## src/rtl/cxd2545_pkg.sv

```systemverilog
// Shared definitions for the CXD2545 SubQ channel: reader FSM states,
// frame geometry and the serial CRC-16-CCITT step used on both sides.
package cxd2545_pkg;

  // Reader FSM states
  typedef enum logic [1:0] {
    IDLE = 2'd0,
    LOW  = 2'd1,
    HIGH = 2'd2,
    DONE = 2'd3
  } subq_state_e;

  // Frame geometry: 80 Q data bits followed by a 16-bit (inverted) CRC
  localparam int          SUBQ_NBITS     = 96;
  localparam int          SUBQ_DATA_BITS = 80;
  localparam logic [15:0] CRC16_POLY     = 16'h1021;

  // One serial, MSB-first, non-reflected CRC-16-CCITT step
  function automatic logic [15:0] crc16_step(input logic [15:0] crc,
                                             input logic        bit_in);
    logic fb;
    fb = crc[15] ^ bit_in;
    crc16_step = {crc[14:0], 1'b0} ^ (fb ? CRC16_POLY : 16'h0000);
  endfunction

endpackage

```

## src/rtl/cxd2545_crc16_serial.sv

```systemverilog
// Bit-serial CRC-16-CCITT accumulator (poly 0x1021, init 0, non-reflected).
// One bit per enabled cycle; clear takes priority over enable.
module cxd2545_crc16_serial
  import cxd2545_pkg::*;
(
  input  logic        sclk,
  input  logic        reset_n,
  input  logic        clear,
  input  logic        enable,
  input  logic        bit_in,
  output logic [15:0] crc_out
);

  logic [15:0] crc_r;

  // CRC register: reset/clear to zero, otherwise fold in one bit when enabled
  always_ff @(posedge sclk) begin
    if (!reset_n) begin
      crc_r <= 16'h0000;
    end else if (clear) begin
      crc_r <= 16'h0000;
    end else if (enable) begin
      crc_r <= crc16_step(crc_r, bit_in);
    end else begin
      crc_r <= crc_r;
    end
  end

  assign crc_out = crc_r;

endmodule

```

## src/rtl/cxd2545_subq_reader.sv

```systemverilog
// Host-side SubQ reader for the CXD2545 serial channel. On each SCOR rising
// edge it clocks SQCK 96 times, shifts in 80 Q bits plus the 16-bit inverted
// CRC, checks the CRC and presents the frame with a one-cycle frame_valid.
module cxd2545_subq_reader
  import cxd2545_pkg::*;
#(
  parameter int HALF_PERIOD = 25,
  parameter int SYNC_STAGES = 2,
  parameter int NBITS       = 96
) (
  input  logic        sclk,
  input  logic        reset_n,
  input  logic        enable,
  input  logic        scor,
  input  logic        subq,
  output logic        sqck,
  output logic        busy,
  output logic [79:0] q_data,
  output logic [15:0] crc_rx,
  output logic        crc_ok,
  output logic        frame_valid,
  output logic [7:0]  missed_scor
);

  // Half-period counter runs 0..HALF_PERIOD-1
  localparam int              HC_W          = $clog2(HALF_PERIOD);
  localparam logic [HC_W-1:0] HC_LAST       = HC_W'(HALF_PERIOD - 1);
  localparam logic [6:0]      BIT_LAST      = 7'(NBITS - 1);
  localparam logic [6:0]      BIT_DATA_LAST = 7'(SUBQ_DATA_BITS - 1);

  // Synchronisers and edge detect
  logic [SYNC_STAGES-1:0] scor_sync_r;
  logic [SYNC_STAGES-1:0] subq_sync_r;
  logic                   scor_prev_r;
  logic                   scor_s;
  logic                   subq_s;
  logic                   scor_rise_s;

  // FSM
  subq_state_e            state_r;
  subq_state_e            state_s;
  logic [HC_W-1:0]        half_cnt_r;
  logic [HC_W-1:0]        half_cnt_s;
  logic [6:0]             bit_cnt_r;
  logic [6:0]             bit_cnt_s;
  logic                   sample_s;
  logic                   crc_clear_s;
  logic                   crc_en_s;

  // Datapath
  logic [NBITS-1:0]       shreg_r;
  logic [15:0]            crc_calc_s;

  // Registered outputs
  logic                   sqck_r;
  logic                   busy_r;
  logic [79:0]            q_data_r;
  logic [15:0]            crc_rx_r;
  logic                   crc_ok_r;
  logic                   frame_valid_r;
  logic [7:0]             missed_r;

  // Bring scor/subq into the sclk domain and keep a delayed scor for edge detect
  always_ff @(posedge sclk) begin
    if (!reset_n) begin
      scor_sync_r <= '0;
      subq_sync_r <= '0;
      scor_prev_r <= 1'b0;
    end else begin
      scor_sync_r <= {scor_sync_r[SYNC_STAGES-2:0], scor};
      subq_sync_r <= {subq_sync_r[SYNC_STAGES-2:0], subq};
      scor_prev_r <= scor_sync_r[SYNC_STAGES-1];
    end
  end

  assign scor_s      = scor_sync_r[SYNC_STAGES-1];
  assign subq_s      = subq_sync_r[SYNC_STAGES-1];
  assign scor_rise_s = scor_s & ~scor_prev_r;

  // Next-state logic: SQCK low/high phases, sample at the end of each low phase
  always_comb begin
    state_s     = state_r;
    half_cnt_s  = half_cnt_r;
    bit_cnt_s   = bit_cnt_r;
    sample_s    = 1'b0;
    crc_clear_s = 1'b0;
    crc_en_s    = 1'b0;
    case (state_r)
      IDLE: begin
        if (scor_rise_s && enable) begin
          state_s     = LOW;
          half_cnt_s  = '0;
          bit_cnt_s   = 7'd0;
          crc_clear_s = 1'b1;
        end else begin
          state_s = IDLE;
        end
      end
      LOW: begin
        if (!enable) begin
          state_s = IDLE;
        end else if (half_cnt_r == HC_LAST) begin
          // Last low cycle: take the bit; only Q data bits feed the CRC
          sample_s   = 1'b1;
          crc_en_s   = (bit_cnt_r <= BIT_DATA_LAST);
          half_cnt_s = '0;
          state_s    = HIGH;
        end else begin
          half_cnt_s = half_cnt_r + 1'b1;
        end
      end
      HIGH: begin
        if (!enable) begin
          state_s = IDLE;
        end else if (half_cnt_r == HC_LAST) begin
          half_cnt_s = '0;
          if (bit_cnt_r == BIT_LAST) begin
            state_s = DONE;
          end else begin
            bit_cnt_s = bit_cnt_r + 7'd1;
            state_s   = LOW;
          end
        end else begin
          half_cnt_s = half_cnt_r + 1'b1;
        end
      end
      DONE: begin
        state_s = IDLE;
      end
      default: begin
        state_s = IDLE;
      end
    endcase
  end

  // FSM state and counter registers
  always_ff @(posedge sclk) begin
    if (!reset_n) begin
      state_r    <= IDLE;
      half_cnt_r <= '0;
      bit_cnt_r  <= 7'd0;
    end else begin
      state_r    <= state_s;
      half_cnt_r <= half_cnt_s;
      bit_cnt_r  <= bit_cnt_s;
    end
  end

  // Frame shift register: first received bit ends up in the MSB
  always_ff @(posedge sclk) begin
    if (!reset_n) begin
      shreg_r <= '0;
    end else if (sample_s) begin
      shreg_r <= {shreg_r[NBITS-2:0], subq_s};
    end else begin
      shreg_r <= shreg_r;
    end
  end

  cxd2545_crc16_serial u_crc (
    .sclk    (sclk),
    .reset_n (reset_n),
    .clear   (crc_clear_s),
    .enable  (crc_en_s),
    .bit_in  (subq_s),
    .crc_out (crc_calc_s)
  );

  // Output registers: derived from the next state so they line up with state_r
  always_ff @(posedge sclk) begin
    if (!reset_n) begin
      sqck_r        <= 1'b1;
      busy_r        <= 1'b0;
      frame_valid_r <= 1'b0;
      q_data_r      <= 80'h0;
      crc_rx_r      <= 16'h0000;
      crc_ok_r      <= 1'b0;
    end else begin
      sqck_r        <= (state_s != LOW);
      busy_r        <= (state_s != IDLE);
      frame_valid_r <= (state_s == DONE);
      if (state_s == DONE) begin
        // The transmitted CRC is inverted, so a good frame has crc == ~field
        q_data_r <= shreg_r[NBITS-1:16];
        crc_rx_r <= shreg_r[15:0];
        crc_ok_r <= (crc_calc_s == ~shreg_r[15:0]);
      end else begin
        q_data_r <= q_data_r;
        crc_rx_r <= crc_rx_r;
        crc_ok_r <= crc_ok_r;
      end
    end
  end

  // Saturating count of SCOR edges that arrive while a frame is in progress
  always_ff @(posedge sclk) begin
    if (!reset_n) begin
      missed_r <= 8'd0;
    end else if (scor_rise_s && (state_r != IDLE) && (missed_r != 8'hFF)) begin
      missed_r <= missed_r + 8'd1;
    end else begin
      missed_r <= missed_r;
    end
  end

  assign sqck        = sqck_r;
  assign busy        = busy_r;
  assign q_data      = q_data_r;
  assign crc_rx      = crc_rx_r;
  assign crc_ok      = crc_ok_r;
  assign frame_valid = frame_valid_r;
  assign missed_scor = missed_r;

endmodule

```

## config.mk

```make
export PLATFORM = sky130hd
export DESIGN_NAME = cxd2545_subq_reader
export DESIGN_NICKNAME = d
export VERILOG_FILES = /design/src/rtl/cxd2545_pkg.sv /design/src/rtl/cxd2545_crc16_serial.sv /design/src/rtl/cxd2545_subq_reader.sv
export SDC_FILE = /design/constraint.sdc
export NUM_CORES = 1
export LEC_CHECK = 0
export ABC_AREA = 1
export BUFFER_PORTS_ARGS = -buffer_cell sky130_fd_sc_hd__buf_2
export CORE_MARGIN = 5
export CORE_UTILIZATION = 45
export CTS_CLUSTER_DIAMETER = 150
export DETAILED_ROUTE_END_ITERATION = 7
export SLEW_MARGIN = 30
export SYNTH_ARGS = -nofsm -noshare
export SYNTH_HDL_FRONTEND = slang
export SYNTH_SLANG_ARGS = --single-unit
```

## constraint.sdc

```tcl
create_clock -name sclk -period 2.9 [get_ports sclk]
set_clock_uncertainty 0.1 [all_clocks]
set_input_delay 0.29 -clock sclk [delete_from_list [all_inputs] [get_ports sclk]]
set_output_delay 0.29 -clock sclk [all_outputs]
set_load 0.01 [all_outputs]
```

Word-level counts from Yosys, hierarchy flattened
Index checks and enable logic that the tools add are counted.

Mux-type cells: 25. Bitwise logic cells: 6. Equality and inequality tests: 14. Reduce and logical (&&, ||, !) cells: 12. $add $sub $neg: 3. Magnitude comparators: 1.

Operators by type and width (number): $mux W7 (4); $eq A16 B16 Y1 (1); $not A16 Y16 (1); $xor A16 B16 Y16 (1); $mux W5 (3); $pmux W7 S2 (1); $mux W13 (1); $mux W2 (5); $pmux W5 S2 (1); $mux W1 (9); $add A8 B1 Y8 const B (1); $ne A2 B2 Y1 const B (4); $ne A8 B8 Y1 const B (1); $pmux W2 S4 (1); $reduce_bool A2 Y1 (4); $add A7 B1 Y7 const B (1); $eq A7 B7 Y1 const B (1); $le A7 B7 Y1 const B (1); $eq A2 B2 Y1 const B (3); $add A5 B1 Y5 const B (1); $eq A5 B5 Y1 const B (1); $reduce_and A5 Y1 (1); $ne A2 B1 Y1 const B (2); $reduce_or A2 Y1 (2); other kinds (7) (10).

Word-level logic and storage cells: 76. Output and inout port bits: 108. Input bits: 5. Bits in registers: 239.

Logic depth before layout (Yosys ltp)
Gate-level depths: netlist of the first run.

Depth in word-level cells: 6. Depth in mapped cells: 12.

Cells and area by module
Synthesis of the first run repeated with hierarchy kept, for this count alone.

Cells, all modules: 1324. Area, all modules: 10017.1 µm².

Modules (own cells, without submodules): cxd2545_subq_reader (cells an instance 1238, instances 1, area each 9276.4 µm², seq. area each 4464.3 µm²); cxd2545_crc16_serial (cells an instance 86, instances 1, area each 740.7 µm², seq. area each 320.3 µm²).

Worst setup path after synthesis of the first run
OpenSTA, ideal clock, no wires.

Path kind: reg-to-reg. Start: register state_r[0]. End: register q_data_r[74], in the netlist q_data[74]. Required time: 2.685 ns. Setup slack: 1.054 ns. Period minus slack after synthesis: 1.846 ns. Data arrival time: 1.631 ns. Stages on the path, launching flop included: 12. Buffers on the path: 2. Path through: dfxtp_1 -> inv_1 -> ha_1 -> or2_1 -> a21oi_2 -> nand2_1 -> nand2_2 -> buf_6 -> buf_2 -> nand3_1 -> nand2_1 -> nor2_1.

Word-level cells in the longest chain between the ends: 4. Elaborated cells between the ends (all ways): 10. Classes of those cells: eq/ne (4); mux (5); reduce/logical (1).

RTL lines: start: declaration (line cxd2545_subq_reader.sv:40) `subq_state_e state_r;`; start signal: assignment (line cxd2545_subq_reader.sv:143) `state_r <= state_s;`; $mux W2 (on tied branches) (line cxd2545_subq_reader.sv:115, cxd2545_subq_reader.sv:102); $mux W2 (on tied branches) (line cxd2545_subq_reader.sv:113, cxd2545_subq_reader.sv:100); $pmux W2 S4 * (line cxd2545_subq_reader.sv:88) `case (state_r)`; $eq A2 B2 Y1 * (line cxd2545_subq_reader.sv:182) `if (state_s == DONE) begin`; end signal: assignment (line cxd2545_subq_reader.sv:184) `q_data_r <= shreg_r[NBITS-1:16];`; end signal: assignment (line cxd2545_subq_reader.sv:188) `q_data_r <= q_data_r;`; end: declaration (line cxd2545_subq_reader.sv:57) `logic [79:0] q_data_r;`.

Every way passes the cells marked *; elsewhere a longest branch is shown, timed or not. A chain may end at the register's enable or synchronous reset.

Worst setup path in the final report of the first run
Start: register state_r[0]. End: register q_data_r[78], in the netlist q_data[78].

The elaborated chain is that of the path after synthesis.

==> results of run 1 <==
[power by group]
part	total [mW]	internal, mW	switching [mW]
clock	3.03	1.76	1.28
sequential	3.29	3.29	0.00343
combinational	0.153	0.0453	0.108
total	6.48	5.09	1.39
[layout make-up]
| type | instances | share of cell area, % |
|---|---|---|
| Clock inverter | 5 | 0.324 |
| Inverter | 149 | 5.04 |
| Sequential cell | 239 | 42.7 |
| Tap cell | 280 | 3.13 |
| Timing Repair Buffer | 130 | 7.30 |
| Clock buffer | 36 | 6.59 |
| Multi-Input combinational cell | 834 | 34.9 |
[timing repair]
| item | CTS | global route |
|---|---|---|
| hold buffers | 3 | 0 |
| setup buffers | 0 | 0 |
| endpoints found under the hold margin | 5 | 0 |
[Yosys cell counts (all sizes together)]
library cell  number
a21oi            220
buf               73
clkbuf            16
clkinv             1
dfxtp            239
ha                 8
inv              148
nand2            212
nand3            113
nand4              4
nor2             144
nor3               3
o211a              1
o211ai             1
o21ai            119
or2                1
xnor2              2
xor2               6
[layer usage]
metal,track usage [%],part of all wire (%),up-vias
met3,3.01,4.1,31
met5,0,0,-
met1,22.3,49,3614
met2,27.0,45,92
li1,-,-,4349
met4,3.65,2.0,0
[worst reg2reg max path, cell delays in order (launching register included)]
cell     delay [ns]
dfxtp_1        0.35
inv_1          0.09
ha_1           0.26
or2_1          0.28
a21oi_2        0.13
nand2_2        0.12
inv_6          0.36
buf_4          0.33
nand3_1        0.09
nand2_1        0.06
nor2_1         0.04
[flip-flops by register name, summed over array words and instances (netlist names), 2 cells and up]
register / flops
q_data: 80
missed_scor: 8
bit_cnt_r: 7
crc_rx: 16
subq_sync_r: 2
state_r: 2
u_crc.crc_out: 16
scor_sync_r: 2
half_cnt_r: 5
shreg_r: 96
[stage by stage]
step / power, mW / util [%]
2_1_floorplan: 3.48 / -
3_3_place_gp: 3.52 / 48.0
3_5_place_dp: 3.52 / 48.0
4_1_cts: 6.58 / 51.7
5_1_grt: 6.73 / 51.7
6_report: 6.48 / 51.7
[logic make-up after synthesis]
| kind of cell | count (synthesis) | synth area share [%] |
|---|---|---|
| AND/OR/NAND/NOR | 477 | 20.0 |
| AO/OA/AOI/OAI | 341 | 17.9 |
| flip-flops | 239 | 48.7 |
| buffers and inverters | 238 | 11.6 |
| XOR/XNOR | 8 | 0.713 |
| adder cells (fa/ha/maj) | 8 | 1.02 |
[final timing paths]
| kind | from | slack (ns) | to |
|---|---|---|---|
| setup / recovery | state_r[0]$_SDFF_PN0_ | 0.58 | q_data[78]$_SDFFE_PN0N_ |
| setup reg to reg | state_r[0]$_SDFF_PN0_ | 0.58 | q_data[78]$_SDFFE_PN0N_ |
| hold / removal | enable | 0.24 | half_cnt_r[4]$_SDFFE_PN0P_ |
| hold reg to reg | scor_sync_r[0]$_SDFF_PN0_ | 0.32 | scor_sync_r[1]$_SDFF_PN0_ |
==> flow_metrics.py, run 1 <==
metrics = {
    "cts": {
        "cts-buffers-inserted": 26,
        "cts_tree": "yes",
        "root_buf_cell": "clkbuf_16",
        "ctsResizeCount": 0,
        "insertion_delay_ns": 0.53,
        "cts.clk_slew.worst_paths_ns": 0.06,
        "count_of_h_tree_levels_built_during_cts": 1,
        "tritoncts_num_sinks": 239,
        "clock_tree.buffer_depth": 3,
    },
    "setup_path": {
        "critical_path_required_ns": 3.22,
        "arrival_ns": 2.64,
        "critical_path.max_fanout": 56,
        "ff2ff_path_depth": 10,
        "setup.worst_path.class": "reg2reg",
        "timing.critical_path.buf_inv": 3,
        "critical_path_depth": 10,
        "cpLargestDelayFamily": "buffers and inverters",
        "crit_path_start_kind": "register",
        "setup.worst_path.end_class": "register",
        "cp_slowest_stage_delay_ns": 0.36,
        "crit_chain": "inv_1 > ha_1 > or2_1 > a21oi_2 > nand2_2 > inv_6 > buf_4 > nand3_1 > nand2_1 > nor2_1",
        "slowest_stage": "inv_6",
    },
    "global_route": {
        "first_global_vias": 7229,
        "grt_max_degree": 203,
        "groute.usage.overall_pct": 16.3,
        "grt_pass1_wl_microns": 35000,
        "grt_remaining_overflow": 0,
        "antenna_violations_before_repair": 0,
    },
    "pwr": {
        "power.density_cell_area_mw_per_mm2": 578,
        "peakVddDrop_v": 0.000400,
        "power_leakage_nw": 4.59,
    },
    "timing": {
        "timing.setup.tns_ns": 0,
        "fin_ws_ns": 0.576,
        "final.min_clock_period_ns": 2.32,
        "rsz0062_at_grt": "no",
        "final-hold-violation-count": 0,
        "worst-slew-pin-transition_ns": 0.799,
        "worst_slew_margin_rel_pct": 46.7,
        "whs_ns": 0.243,
        "slew_violations": 0,
        "fmaxAchievable_mhz": 430,
        "finalCritPeriodShare_pct": 80.1,
        "finalSetupViolCount": 0,
    },
    "outcome": {
        "status": "finished clean",
    },
    "die": {
        "die_area_sq_mm": 0.0249,
        "core_area_sq_mm": 0.0217,
        "start_util_pct": 45.3,
        "std_cell_rows": 54,
        "die-height_microns": 158,
        "die_x_microns": 158,
        "num_io_pins": 113,
    },
    "detailed_routing": {
        "count_of_unresolved_drc_violations_after_routing": 0,
        "num_vias": 8086,
        "dr_wl_cell_microns": 12.4,
        "antenna_violating_nets_post_route": 0,
        "drtIter0Drc": 496,
        "detailedRoute.firstPassIterationCount": 4,
        "drt-vias-per-instance": 4.83,
        "detail_route.wirelength_microns": 20700,
    },
    "synthesis": {
        "synth.cell_area_sq_mm": 0.00982,
        "synthesis.nets": 1324,
        "ys_types": 29,
        "synth.area.top_cells": "dfxtp_1 (49%), a21oi_1 (11%), nand2_1 (8.0%), o21ai_0 (6.0%), nand3_1 (5.8%)",
        "synth_seq_cells": 239,
        "synth-seq-area-share_pct": 48.7,
        "yosys.area.top_type": "dfxtp_1",
        "postSynthAreaPerCell_sq_um": 7.49,
        "yosysWarningCount": 0,
        "synth_top_area_share_pct": 48.7,
        "post_synth_inst_count": 1311,
    },
    "final_layout": {
        "area.sequential_sq_mm": 0.00478,
        "n_fill_cell": 2149,
        "multi_input_logic_area_sq_mm": 0.00391,
        "design_area_sq_mm": 0.0112,
        "drive_gt1_share_pct": 13.1,
        "post_layout_nonfiller_instances": 1673,
        "layout.cells.most_common_list": "dfxtp_1 (239), nand2_1 (210), a21oi_1 (208)",
        "antenna_diode_instance_count": 0,
        "area_growth_syn_to_layout_pct": 14.1,
        "nNetsFinal": 1393,
        "layout_commonest_cell": "dfxtp_1",
    },
    "placed_design": {
        "number_of_cells_in_the_design_after_placement": 1629,
        "detailedPlace.worstSlack_ns": 0.569,
        "gp_congestion": 0.787,
        "dpl.hpwl_microns": 12800,
        "io_buf_count": 112,
        "placement.cell_area_sq_mm": 0.0104,
    },
    "min_path": {
        "min_path_cells": 4,
        "hold_path_class": "in2reg",
    },
    "job": {
        "drv_cap": 0,
    },
}
Power figures use the tool's default switching activity.
==> inputs of run 2 (changes only) <==
ABC_AREA = 0   (was 1)
PLACE_DENSITY = 0.67   (was not set)
clock period = 2 ns   (was 2.9 ns; I/O delays follow)
==> run 2 against run 1 <==
The run now ends with setup timing left. Fmax grew 1.6%. Worst setup slack got worse by 0.86 ns. Die area decreased by 2.5%. Critical endpoint is now q_data[67]$_SDFFE_PN0N_. Synthesized cell count fell by 17%. Largest cell class unchanged. Flip-flop and latch count unchanged. Synthesized area fell by 2.6%. Hold slack worse by 0.18 ns. Highest routed layer unchanged.
==> flow_metrics.py, run 2 <==
metrics = {
    "outcome": {
        "status": "finished, violations left",
        "failed_checks": "setup timing",
    },
    "synthesis": {
        "yosys.area.top_type": "dfxtp_1",
        "postSynthAreaPerCell_sq_um": 8.77,
        "yosysWarningCount": 0,
        "postSynth.asyncResetShare_pct": 0,
        "synth_top_area_share_pct": 50.0,
        "ys_top_cells_by_count": "dfxtp_1 (239), nand2_1 (203), a21boi_0 (177)",
        "post_synth_inst_count": 1090,
        "ys.flop_type": "dfxtp_1",
        "synth_seq_cells": 239,
        "ys_types": 45,
        "synth.cell_area_sq_mm": 0.00956,
        "synth_most_common_cell": "dfxtp_1",
        "synth.area.top_cells": "dfxtp_1 (50%), a21boi_0 (14%), nand2_1 (8.0%), nand3_1 (5.4%), o21ai_0 (4.8%)",
        "synth-seq-area-share_pct": 50.0,
        "synthesis.nets": 1103,
        "synth-edff-count": 0,
    },
    "setup_path": {
        "setup.worst_path.class": "reg2reg",
        "critical_path.max_fanout": 6,
        "arrival_ns": 2.61,
        "critical_path_required_ns": 2.32,
        "crit_path_start_kind": "register",
        "setup.worst_path.end_class": "register",
    },
    "placed_design": {
        "dpl.hpwl_microns": 13700,
        "gp_congestion": 0.804,
        "placement.cell_area_sq_mm": 0.0108,
        "io_buf_count": 112,
        "detailedPlace.worstSlack_ns": -0.207,
    },
    "min_path": {
        "hold_path_class": "in2reg",
    },
    "pwr": {
        "power_leakage_nw": 4.66,
        "peakVddDrop_v": 0.000531,
        "power.internal_mw": 8.07,
        "seq_power_share_pct": 47.0,
        "power_switching_share_pct": 20.5,
        "clkPwrFrac_pct": 50.8,
        "netSwitchingPower_mw": 2.08,
        "pwr-share-comb_pct": 2.3,
        "total_power_mw": 10.2,
        "power.density_cell_area_mw_per_mm2": 819,
    },
    "global_route": {
        "antenna_violations_before_repair": 0,
        "first_global_vias": 7596,
        "grt_pass1_wl_microns": 38200,
        "groute.usage.overall_pct": 18.6,
        "grt_max_degree": 82,
        "grt_remaining_overflow": 0,
    },
    "cts": {
        "insertion_delay_ns": 0.53,
        "cts.clk_slew.worst_paths_ns": 0.06,
        "cts-buffers-inserted": 26,
        "clock_tree.buffer_depth": 3,
        "tritoncts_num_sinks": 239,
        "root_buf_cell": "clkbuf_16",
        "cts_tree": "yes",
        "count_of_h_tree_levels_built_during_cts": 1,
    },
    "timing": {
        "worst_slew_margin_rel_pct": 67.3,
        "rsz0062_at_grt": "yes",
        "slew_violations": 0,
        "finalSetupViolCount": 168,
        "final.min_clock_period_ns": 2.29,
        "final-hold-violation-count": 0,
        "finalCritPeriodShare_pct": 114,
        "worst-slew-pin-transition_ns": 0.486,
        "timing.setup.tns_ns": -27.18,
        "fmaxAchievable_mhz": 437,
        "fin_ws_ns": -0.288,
    },
    "detailed_routing": {
        "dr_wl_cell_microns": 16.5,
        "detailedRoute.firstPassIterationCount": 5,
        "count_of_unresolved_drc_violations_after_routing": 0,
        "detail_route.wirelength_microns": 25100,
        "drtIter0Drc": 507,
        "num_vias": 8078,
        "antenna_violating_nets_post_route": 0,
        "drt-vias-per-instance": 5.31,
    },
    "die": {
        "std_cell_rows": 53,
        "num_io_pins": 113,
        "die_area_sq_mm": 0.0243,
        "die-height_microns": 156,
        "die_x_microns": 156,
        "start_util_pct": 45.6,
        "core_area_sq_mm": 0.0210,
    },
    "final_layout": {
        "layout_commonest_cell": "dfxtp_1",
        "antenna_diode_instance_count": 0,
        "largest_register_ff_count": 96,
        "drive_gt1_share_pct": 23.5,
        "layout.cells.most_common_list": "dfxtp_1 (234), nand2_1 (201), a21boi_0 (126)",
        "nNetsFinal": 1239,
        "area_growth_syn_to_layout_pct": 29.6,
        "design_area_sq_mm": 0.0124,
        "largest_register": "shreg_r",
    },
    "job": {
        "drv_cap": 0,
    },
}
[run 2: cell count changes after synthesis, sizes merged, moves of 9 or more]
cell	previous run	this run
and2	0	15
o21ai	119	101
buf	73	14
xor2	6	18
nand3	113	104
mux2i	0	17
nand2	212	203
inv	148	10
xnor2	2	17
nor2	144	32
a21boi	0	195
clkbuf	16	74
a21oi	220	3
[run 2: power by group through the flow]
stage,logic (mW),registers [mW],clock network [mW]
final,0.230,4.77,5.15
after global routing,0.248,4.77,5.48
after CTS,0.224,4.77,5.27
after detailed placement,0.209,4.88,0
after global placement,0.209,4.88,0
after floorplan,0.139,4.88,0
[run 2: cell type report]
cell class	count	area, sq um
Timing Repair Buffer	196	1680
Tap cell	275	344
Inverter	10	37.5
Multi-Input combinational cell	753	4600
Clock inverter	11	175
Clock buffer	36	768
Sequential cell	239	4790
Fill cell	1877	8560
[run 2: repair_timing]
action                                 CTS  global route
cloned                                   5             9
gates resized for setup                 28           135
setup buffers                            4             8
hold buffers                             2             0
setup endpoints to repair              110           134
endpoints found under the hold margin    2             0
pin swaps                                2            20
[run 2: metal layers]
metal / track usage (%) / routed length (microns) / vias to the layer above
met5: 0 / 0 / -
met4: 4.71 / 524 / 0
met3: 3.11 / 1290 / 42
met2: 30.9 / 11600 / 185
met1: 25.3 / 11600 / 3841
li1: - / - / 4010
[run 2: path summary, 6_finish.rpt]
path,start,end,slack [ns],cells past startpoint
max,half_cnt_r[1]$_SDFFE_PN0P_,q_data[67]$_SDFFE_PN0N_,-0.29,9
min,reset_n,shreg_r[42]$_SDFFE_PN0P_,0.06,2
max reg2reg,half_cnt_r[1]$_SDFFE_PN0P_,q_data[67]$_SDFFE_PN0N_,-0.29,9
min reg2reg,scor_sync_r[0]$_SDFF_PN0_,scor_sync_r[1]$_SDFF_PN0_,0.33,1
[run 2: worst max-delay path, cell delays in order (launching register included)]
cell and delay (ns):
dfxtp_2 0.33, inv_2 0.04, ha_4 0.15, and4b_2 0.26, o311a_4 0.13, or4_4 0.60
buf_12 0.19, clkbuf_16 0.16, o21ai_1 0.12, a21boi_0 0.08
[run 2: stage by stage]
step | hold slack, ns | utilization [%] | std cells
global route | 0.0683 | 59.2 | 1520
CTS | 0.0464 | 57.3 | 1503
detailed placement | 0.318 | 51.5 | 1445
finish | 0.0650 | 59.2 | 1520
floorplan | 0.227 | - | 1090
global placement | 0.318 | 51.5 | 1445
[run 2: logic make-up after synthesis]
logic type,Yosys count,share of synthesized area (%)
AND/OR/NAND/NOR,381,17.7
AO/OA/AOI/OAI,312,22.0
flip-flops,239,50.0
buffers and inverters,98,4.19
XOR/XNOR,35,3.21
multiplexers,17,1.78
adder cells (fa/ha/maj),8,1.05
==> inputs of run 3 (changes only) <==
PLACE_DENSITY = 0.7   (was 0.67)
==> run 3 against run 2 <==
The flow still finishes with violations (setup timing). Clock power down 9.5%. Critical endpoint is now q_data[7]$_SDFFE_PN0N_. Sequential power about the same. Final area rose by 2.7%. Total power decreased by 4.7%. Worst setup slack better by 0.041 ns. Cell count grew 0.99%. Flip-flop and latch count is the same. Critical path depth shrank 1. First-iteration DRC count shrank 8.5%. Register-to-register slack gained 0.04 ns. Hold slack better by 0.20 ns. Via count increased by 2.3%.
==> flow_metrics.py, run 3 (synthesis results as in run 2) <==
metrics = {
    "setup_path": {
        "reg_to_reg_end": "q_data[7]$_SDFFE_PN0N_",
        "crit_chain": "inv_2 > ha_4 > and4b_2 > o311a_4 > or4_4 > buf_6 > o21ai_1 > a21boi_1",
        "ff2ff_path_depth": 8,
        "timing.reg2reg.setup_slack_ns": -0.25,
        "setup.worst_path.end_class": "register",
        "slowest_stage": "or4_4",
        "critical_path.max_fanout": 8,
        "critical_path_required_ns": 2.29,
        "cp_slowest_stage_delay_ns": 0.67,
        "arrival_ns": 2.54,
        "crit-reg2reg-launch": "half_cnt_r[0]$_SDFFE_PN0P_",
        "setup.worst_path.class": "reg2reg",
        "crit_path_start_kind": "register",
    },
    "timing": {
        "rsz0062_at_grt": "yes",
        "whs_ns": 0.265,
        "worst-slew-pin-transition_ns": 0.458,
        "worst_slew_margin_rel_pct": 69.2,
        "finalCritPeriodShare_pct": 112,
        "final-hold-violation-count": 0,
        "final.min_clock_period_ns": 2.25,
        "fmaxAchievable_mhz": 445,
        "fin_ws_ns": -0.247,
        "finalSetupViolCount": 126,
        "slew_violations": 0,
    },
    "detailed_routing": {
        "antenna_violating_nets_post_route": 0,
        "detailedRoute.firstPassIterationCount": 5,
        "detail_route.wirelength_microns": 26200,
        "drt-vias-per-instance": 5.39,
        "drtIter0Drc": 464,
        "routed-wl-met3_microns": 1310,
        "topRoutingLayerUsed": "met4",
        "dr_wl_cell_microns": 17.1,
        "route.met2.wl_microns": 12600,
        "met1Wirelength_microns": 11600,
        "num_vias": 8266,
        "count_of_unresolved_drc_violations_after_routing": 0,
    },
    "placed_design": {
        "dpl.hpwl_microns": 13600,
        "detailedPlace.worstSlack_ns": -0.226,
        "gp_congestion": 0.793,
        "io_buf_count": 112,
        "placement.cell_area_sq_mm": 0.0109,
    },
    "cts": {
        "clock_tree.buffer_depth": 3,
        "tritoncts_num_sinks": 239,
        "cts_tree": "yes",
        "cts.clk_slew.worst_paths_ns": 0.07,
        "cts-buffers-inserted": 25,
        "root_buf_cell": "clkbuf_16",
        "count_of_h_tree_levels_built_during_cts": 1,
        "insertion_delay_ns": 0.51,
    },
    "die": {
        "std_cell_rows": 53,
        "die_area_sq_mm": 0.0243,
        "num_io_pins": 113,
        "die-height_microns": 156,
        "die_x_microns": 156,
        "start_util_pct": 45.6,
        "core_area_sq_mm": 0.0210,
    },
    "pwr": {
        "power_switching_share_pct": 20.5,
        "netSwitchingPower_mw": 1.99,
        "clkPwrFrac_pct": 48.1,
        "power.density_cell_area_mw_per_mm2": 760,
        "peakVddDrop_v": 0.000600,
        "power_leakage_nw": 4.81,
        "pwr-share-comb_pct": 2.6,
        "power.internal_mw": 7.69,
        "seq_power_share_pct": 49.3,
    },
    "final_layout": {
        "layout.cells.most_common_list": "dfxtp_1 (233), nand2_1 (202), a21boi_1 (124)",
        "largest_register_ff_count": 96,
        "drive_gt1_share_pct": 26.5,
        "n_fill_cell": 1787,
        "final_util_pct": 60.8,
        "nNetsFinal": 1255,
        "design_area_sq_mm": 0.0127,
        "largest_register": "shreg_r",
        "antenna_diode_instance_count": 0,
        "area_growth_syn_to_layout_pct": 33.2,
        "layout_commonest_cell": "dfxtp_1",
    },
    "outcome": {
        "status": "finished, violations left",
        "failed_checks": "setup timing",
    },
    "min_path": {
        "hold_path_class": "in2reg",
        "worst_hold_path.endpoint": "half_cnt_r[1]$_SDFFE_PN0P_",
        "holdCritStartpoint": "enable",
        "min_path_cells": 5,
    },
    "global_route": {
        "groute.usage.overall_pct": 17.7,
        "grt_max_degree": 86,
        "first_global_vias": 7611,
        "grt_remaining_overflow": 0,
        "antenna_violations_before_repair": 0,
        "grt_pass1_wl_microns": 36900,
    },
    "job": {
        "drv_cap": 0,
    },
}
-- run 3: how the worst max path moves through the flow --
stage                                           from                       to  cells after the start
after floorplan           half_cnt_r[0]$_SDFFE_PN0P_      crc_ok$_SDFFE_PN0N_                     11
after global placement     bit_cnt_r[0]$_SDFFE_PN0P_  q_data[37]$_SDFFE_PN0N_                      7
after detailed placement   bit_cnt_r[0]$_SDFFE_PN0P_  crc_rx[10]$_SDFFE_PN0N_                      7
after CTS                  bit_cnt_r[0]$_SDFFE_PN0P_  q_data[68]$_SDFFE_PN0N_                      7
after global routing      half_cnt_r[0]$_SDFFE_PN0P_  q_data[47]$_SDFFE_PN0N_                      8
final                     half_cnt_r[0]$_SDFFE_PN0P_   q_data[7]$_SDFFE_PN0N_                      8
-- run 3: repair_timing --
| action | CTS | global route |
|---|---|---|
| gates resized for setup | 58 | 232 |
| pin swaps | 0 | 76 |
| cloned | 2 | 25 |
| hold buffers | 3 | 0 |
| endpoints found under the hold margin | 12 | 0 |
| setup buffers | 2 | 8 |
| setup endpoints to repair | 106 | 188 |
-- run 3: worst max-delay path, delay by kind of cell (launching register included) --
kind                       cells  cell delay [ns]
and+or+nand+nor                2             0.92
buffers and inverters          2             0.25
AOI/OAI and AO/OA              3             0.36
DFF                            1             0.34
adders and majority gates      1             0.15
-- run 3: area by class of cell --
cell class / instances / area, sq um / share of cell area [%]
Sequential cell: 239 / 4790 / 37.6
Multi-Input combinational cell: 754 / 4730 / 37.1
Timing Repair Buffer: 212 / 2000 / 15.7
Clock buffer: 36 / 737 / 5.79
Tap cell: 275 / 344 / 2.70
Clock inverter: 9 / 95.1 / 0.747
Inverter: 10 / 37.5 / 0.295
-- run 3: metal layers --
metal  global-route usage [%]  up-vias
met5                        0        -
met1                     23.5     3982
met4                     3.75        0
li1                         -     4046
met3                     2.25       40
met2                     31.1      198
-- run 3: through the flow --
stage               setup TNS [ns]  power (mW)  instances
global placement            -12.20        5.09       1450
finish                      -20.05        9.68       1535
detailed placement          -15.80        5.09       1450
floorplan                   -21.42        5.02       1090
CTS                         -15.48        9.74       1502
global route                -30.19        9.98       1535
-- run 3: power groups by stage --
stage	Clock, mW	Sequential (mW)	Combinational [mW]
after floorplan	0	4.88	0.139
after global placement	0	4.88	0.210
after detailed placement	0	4.88	0.211
after CTS	4.74	4.77	0.230
after global routing	4.95	4.77	0.272
final	4.66	4.77	0.254
